`config.mk`:
```
export PLATFORM = sky130hd
export DESIGN_NAME = denise_bpl_serializer
export DESIGN_NICKNAME = d
export VERILOG_FILES = /design/src/rtl/denise_bpl_serializer.sv
export SDC_FILE = /design/constraint.sdc
export NUM_CORES = 1
export LEC_CHECK = 0
export BUFFER_PORTS_ARGS = -buffer_cell sky130_fd_sc_hd__clkbuf_2
export CAP_MARGIN = 10
export CORE_MARGIN = 4
export CORE_UTILIZATION = 31
export DETAILED_ROUTE_END_ITERATION = 10
export GPL_TIMING_DRIVEN = 0
export PLACE_DENSITY = 0.48
export SYNTH_ARGS = -nofsm -noshare
export SYNTH_HDL_FRONTEND = slang
export SYNTH_SLANG_ARGS = --single-unit
```
`constraint.sdc`:
```
create_clock -name clk -period 16.81 [get_ports clk]
set_input_delay 1.681 -clock clk [delete_from_list [all_inputs] [get_ports clk]]
set_output_delay 1.681 -clock clk [all_outputs]
set_load 0.05 [all_outputs]
```
`src/rtl/denise_bpl_serializer.sv`:
```
// Bitplane serializer: eight BPLxDAT holding registers, parallel-load shifters,
// lores/hires/superhires shift rates and per-parity scroll delay lines.
module denise_bpl_serializer (
    input  logic        clk,
    input  logic        reset_n,
    input  logic        pix_en,
    input  logic        hires,
    input  logic        shres,
    input  logic        wr_en,
    input  logic [2:0]  wr_plane,
    input  logic [15:0] data_in,
    input  logic [3:0]  scroll_odd,
    input  logic [3:0]  scroll_even,
    output logic [7:0]  bpldata,
    output logic        load_strobe
);

    logic [15:0] hold_q  [8];
    logic [15:0] shift_q [8];
    logic [59:0] hist_q  [8];
    logic [7:0]  bpldata_q;
    logic [7:0]  bpldata_d;
    logic        load_pend_q;
    logic [1:0]  phase_q;
    logic        load_evt;
    logic        shift_step;
    logic [3:0]  sc;
    logic [60:0] tap_vec;

    assign load_evt = pix_en && (phase_q == 2'd3) && load_pend_q;

    // shres overrides hires; lores steps once per four slots
    assign shift_step = shres || (hires && phase_q[0]) || (phase_q == 2'd3);

    // Bit 0 of tap_vec is the live MSB, bit 4*s is the MSB from s lores pixels ago.
    always_comb begin
        bpldata_d = '0;
        sc        = '0;
        tap_vec   = '0;
        for (int p = 0; p < 8; p++) begin
            sc           = (p % 2 == 0) ? scroll_odd : scroll_even;
            tap_vec      = {hist_q[p], shift_q[p][15]};
            bpldata_d[p] = tap_vec[{sc, 2'b00}];
        end
    end

    always_ff @(posedge clk) begin
        if (!reset_n) begin
            for (int p = 0; p < 8; p++) begin
                hold_q[p]  <= '0;
                shift_q[p] <= '0;
                hist_q[p]  <= '0;
            end
            bpldata_q   <= '0;
            load_pend_q <= 1'b0;
            phase_q     <= '0;
        end else begin
            if (wr_en) begin
                hold_q[wr_plane] <= data_in;
            end
            // a BPL1DAT write colliding with a load keeps the load armed
            if (wr_en && (wr_plane == 3'd0)) begin
                load_pend_q <= 1'b1;
            end else if (load_evt) begin
                load_pend_q <= 1'b0;
            end
            if (pix_en) begin
                phase_q   <= phase_q + 2'd1;
                bpldata_q <= bpldata_d;
                for (int p = 0; p < 8; p++) begin
                    hist_q[p] <= {hist_q[p][58:0], shift_q[p][15]};
                    if (load_evt) begin
                        shift_q[p] <= hold_q[p];
                    end else if (shift_step) begin
                        shift_q[p] <= {shift_q[p][14:0], 1'b0};
                    end
                end
            end
        end
    end

    assign bpldata     = bpldata_q;
    assign load_strobe = load_evt && reset_n;

endmodule

```
Yosys cells after proc, flatten, opt, wreduce, memory -nomap -nowiden
Memory sizes are Yosys's and may differ from the RTL's.
Cells that the tools add are included.
{ "totals": {"ff_bits": 11, "mem_bits_rw": 736, "in_bits": 33, "wordCells": 105, "n_memories": 3} }
{ "memory_table": {"columns": ["name", "words", "word_bits", "read_ports", "rd_ports_with_merged_regs", "wr", "line", "text"], "rows": [
  ["hist_q", 8, 60, 8, 0, 8, "20", "logic [59:0] hist_q [8];"],
  ["hold_q", 8, 16, 8, 0, 8, "18", "logic [15:0] hold_q [8];"],
  ["shift_q", 8, 16, 8, 0, 8, "19", "logic [15:0] shift_q [8];"]
]} }
{ "op_classes": {"add_sub_neg": 1, "order_cmp": 2, "eq_ne": 1, "n_mux": 61, "bitwise": 24, "reduce_logical": 10} }
{ "ops": {"columns": ["op", "count"], "rows": [
  ["$mux 60", 8],
  ["$mux 16", 17],
  ["$bmux 1 s4", 8],
  ["$mux 1", 27],
  ["$or 1x1->1", 24],
  ["$reduce_or 16->1", 1],
  ["$lt 6x7->1 const B", 2],
  ["$logic_and 1x1->1", 5],
  ["$logic_not 3->1", 1],
  ["$mux 3", 1],
  ["$add 2x1->2 const B", 1],
  ["$eq 2x2->1 const B", 1],
  ["$logic_or 1x1->1", 2],
  ["$reduce_bool 2->1", 1]
]} }

Depth between registers and ports, before layout
{ "depth": {"word_depth": 9, "mapped_depth": 8, "ltp_nobuf": 5} }

Least setup slack after synthesis
OpenSTA, ideal clock, no wires.
{ "synth_path": {"path_kind": "input -> register", "start": "in reset_n", "end": "mem hist_q[0][0] (enable)", "arrival_ns": 11.343, "required_time_ns": 15.986, "slack_ns": 4.643, "cell_stages": 4, "n_path_buf": 2, "path_cell_list": "buf_2 nor2b_1 clkbuf_1 inv_1"} }
{ "synth_lines": {"columns": ["element", "line", "text"], "rows": [
  ["start, declared", "5", "input logic reset_n,"],
  ["end, declared", "20", null]
]} }

Final worst setup path
{ "layout_path": {"start": "in reset_n", "end": "out load_strobe"} }
{ "layout_via": {"elab_chain_cells": 1} }
{ "layout_lines": {"columns": ["element", "line", "text"], "rows": [
  ["$logic_and 1x1->1", "83", "assign load_strobe = load_evt && reset_n;"],
  ["end, declared", "15", "output logic load_strobe"]
]} }
No other way between the ends.

==> run metrics <==
Leak between 0.01 and 0.015 µW; fill count about 8900; Nets between 2000 and 2500; post-synthesis sequential area ratio between 70% and 80%; post-synth cell types 29; Max rail drop VDD 0.06457 mV; Iter 0 DRT Violations roughly 1300; CTS tree yes; Hold WC Path Type reg2reg; syn_nets just under 2000; Worst path slowest cell nor2_1; Reg-to-Reg Start phase_q[0]; peak per-stage delay on the critical path around 0.62 ns; WL/cell about 19 µm; Syn-to-layout area delta 15.49%; worst hold start bpldata[2]; Slew @ Worst Pin around 1.2 ns; I/O pins 42; RR Endpoint shift_q[1][19]; Max Fanout on Critical Path 10; CTS H-tree lvls 3; ant diodes 0; Critical Path RT 15.13 ns; Final period util 33.52%; Congestion Overflow GR 0; # rows about 110; WHS Endpoint bpldata[2]; final RePlAce weighted congestion about 0.72; crit start category primary input; Largest delay share family, worst path buffers and inverters; leading post-synthesis cells by cell area edfxtp_1, and3_1, and2_1; RSZ-0062 raised after global routing false; vias in the first global route between 15000 and 20000; Initial Utilization a little under a third; commonest non-fill, non-tap cell in the layout edfxtp_1; Buf+Inv Stages, Crit Path 5; die area around 100000 µm²; worst hold path depth 2; first-pass GRT wire length a little under 100 mm; Yosys top cell by area edfxtp_1; Clock transition at path regs ~0.06 ns; PostCTS Resize Cnt 0; Post-Layout Cell Count between 3000 and 4000; final design utilization a little over a third; total track usage 12.37%; max_slew headroom 21.01%; worst reg2reg path depth 6; TritonCTS Buffers around 80; initial antenna violation count 2; via count 15740; most used cell, CP buf_2; FMAX between 150 and 200 MHz; Total Wirelength just over 60 mm; clk buf depth 3; Placed Cells around 3200; Final Critical Period ~5.6 ns; Synth top area share approximately three quarters; post-DP HPWL around 37 mm; ANT nets after route 0; CP cell instances clkbuf_2 > buf_2 > nand2_1 > nor2_1 > buf_2 > buf_2 > clkbuf_2; Max Cap Viol 0; clk sinks about 750; Power Density between 100 and 150 nW/µm²; synth warn 0; layout cells sized above 1 a little under a tenth; Core ar. between 90000 and 100000 µm²; final setup skew 0.01785 ns; DR pass1 iterations 5; DRC viols 0; Avg Cell Area, Syn about 16 µm²; largest net degree at the start of global routing 142; Vias per Instance 4.708; post-synthesis cell area 29420 µm²; setup bufs post-CTS 0; later-pin clock latency in the skew report between 0.6 and 0.7 ns; Crit Path Class in2out; Seq cells post-synth around 750; Port Buf Inserts 38; Max Slew Vio Count 0; final hold viol count 0; Reg2Reg Setup Slack 13.57 ns; Worst Path Arrival 3.95 ns; outcome finished, final reports clean; cell count after synthesis roughly 1900; CP endpoint kind output port; CTS Hold Bufs 0; final setup TNS 0 ns; die height about 320 µm; # setup viols final 0; die width 316.0 µm; highest-count cells in the layout ignoring fill and taps edfxtp_1, and3_1, and2_1, clkbuf_1, nand2_1; CTS root buf clkbuf_16
[cell usage after synthesis]
cell type,count
a211o_1,1
a21boi_0,30
a21oi_1,8
a22o_1,90
a22oi_1,16
a31o_2,1
and2_1,258
and3_1,363
buf_1,7
buf_2,10
buf_6,10
clkbuf_1,123
dfxtp_1,11
edfxtp_1,736
ha_1,1
inv_1,2
mux2i_1,65
nand2_1,97
nand2b_1,3
nand3_1,23
nand3b_1,1
nand4_1,8
nor2_1,11
nor2b_1,6
nor3_1,1
nor3_2,1
o21ai_0,6
o41ai_1,1
xor2_1,1
[where the power goes]
group          leakage (µW)  total [µW]  switching (µW)  internal, µW
logic               0.00446         196             136          59.8
registers           0.00800        2220            40.0          2180
clock network       0.00127        1750             748          1010
[cell families after synthesis]
family	share of synthesized area, %
AO/OA/AOI/OAI	4.181
XOR/XNOR	0.02978
adder cells (fa/ha/maj)	0.04253
buffers and inverters	2.237
flip-flops	75.88
multiplexers	2.212
AND/OR/NAND/NOR	15.41
[worst max path at each step]
stage	cells after the start	slack, ns	from	endpoint
3_5_place_dp	7	11.13	reset_n	load_strobe
4_1_cts	7	11.11	reset_n	load_strobe
5_1_grt	7	11.09	reset_n	load_strobe
3_3_place_gp	5	0.47	reset_n	hist_q[3][16]
2_1_floorplan	4	4.64	reset_n	hist_q[0][0]
6_report	7	11.17	reset_n	load_strobe
[layer usage]
metal / vias to the layer above / track usage [%] / part of all wire [%]
li1: 7380 / - / -
met1: 8035 / 18.21 / 50
met2: 237 / 18.98 / 45
met3: 88 / 2.078 / 3.4
met4: 0 / 3.346 / 2.1
met5: - / 0 / 0
[per-stage QoR]
| step | area, µm² | setup WS [ns] | power [µW] | hold slack [ns] |
|---|---|---|---|---|
| finish | 33970 | 11.17 | 4169 | 0.4917 |
| global route | 33970 | 11.09 | 4329 | 0.5224 |
| CTS | 33970 | 11.11 | 4229 | 0.4976 |
| detailed placement | 31370 | 11.13 | 2458 | 0.4891 |
| global placement | 31170 | 0.4697 | 2481 | 0.4936 |
| floorplan | 29420 | 4.643 | 2389 | 0.4869 |
[area by class of cell]
class | count | area, µm² | area share, %
well taps | 1254 | 1569 | 4.619
flip-flops and latches | 747 | 22320 | 65.71
multi-input cells | 992 | 6460 | 19.02
plain buffers | 150 | 650.6 | 1.915
inverters | 2 | 15.01 | 0.04420
repair buffers | 48 | 352.8 | 1.039
clock inverters | 40 | 356.6 | 1.050
clock buffers | 110 | 2246 | 6.611
[sequential cells by signal, indices dropped and copies added, names as in the netlist]
name	flops
shift_q	128
hold_q	128
hist_q	480
bpldata	8
load_pend_q	1
phase_q	2
[tightest hold or removal path, cell delays in order, from the launching register on]
cell	delay, ns
dfxtp_1	0.33
nand2_1	0.06
nand3_1	0.05
(Power assumes the default switching activity.)
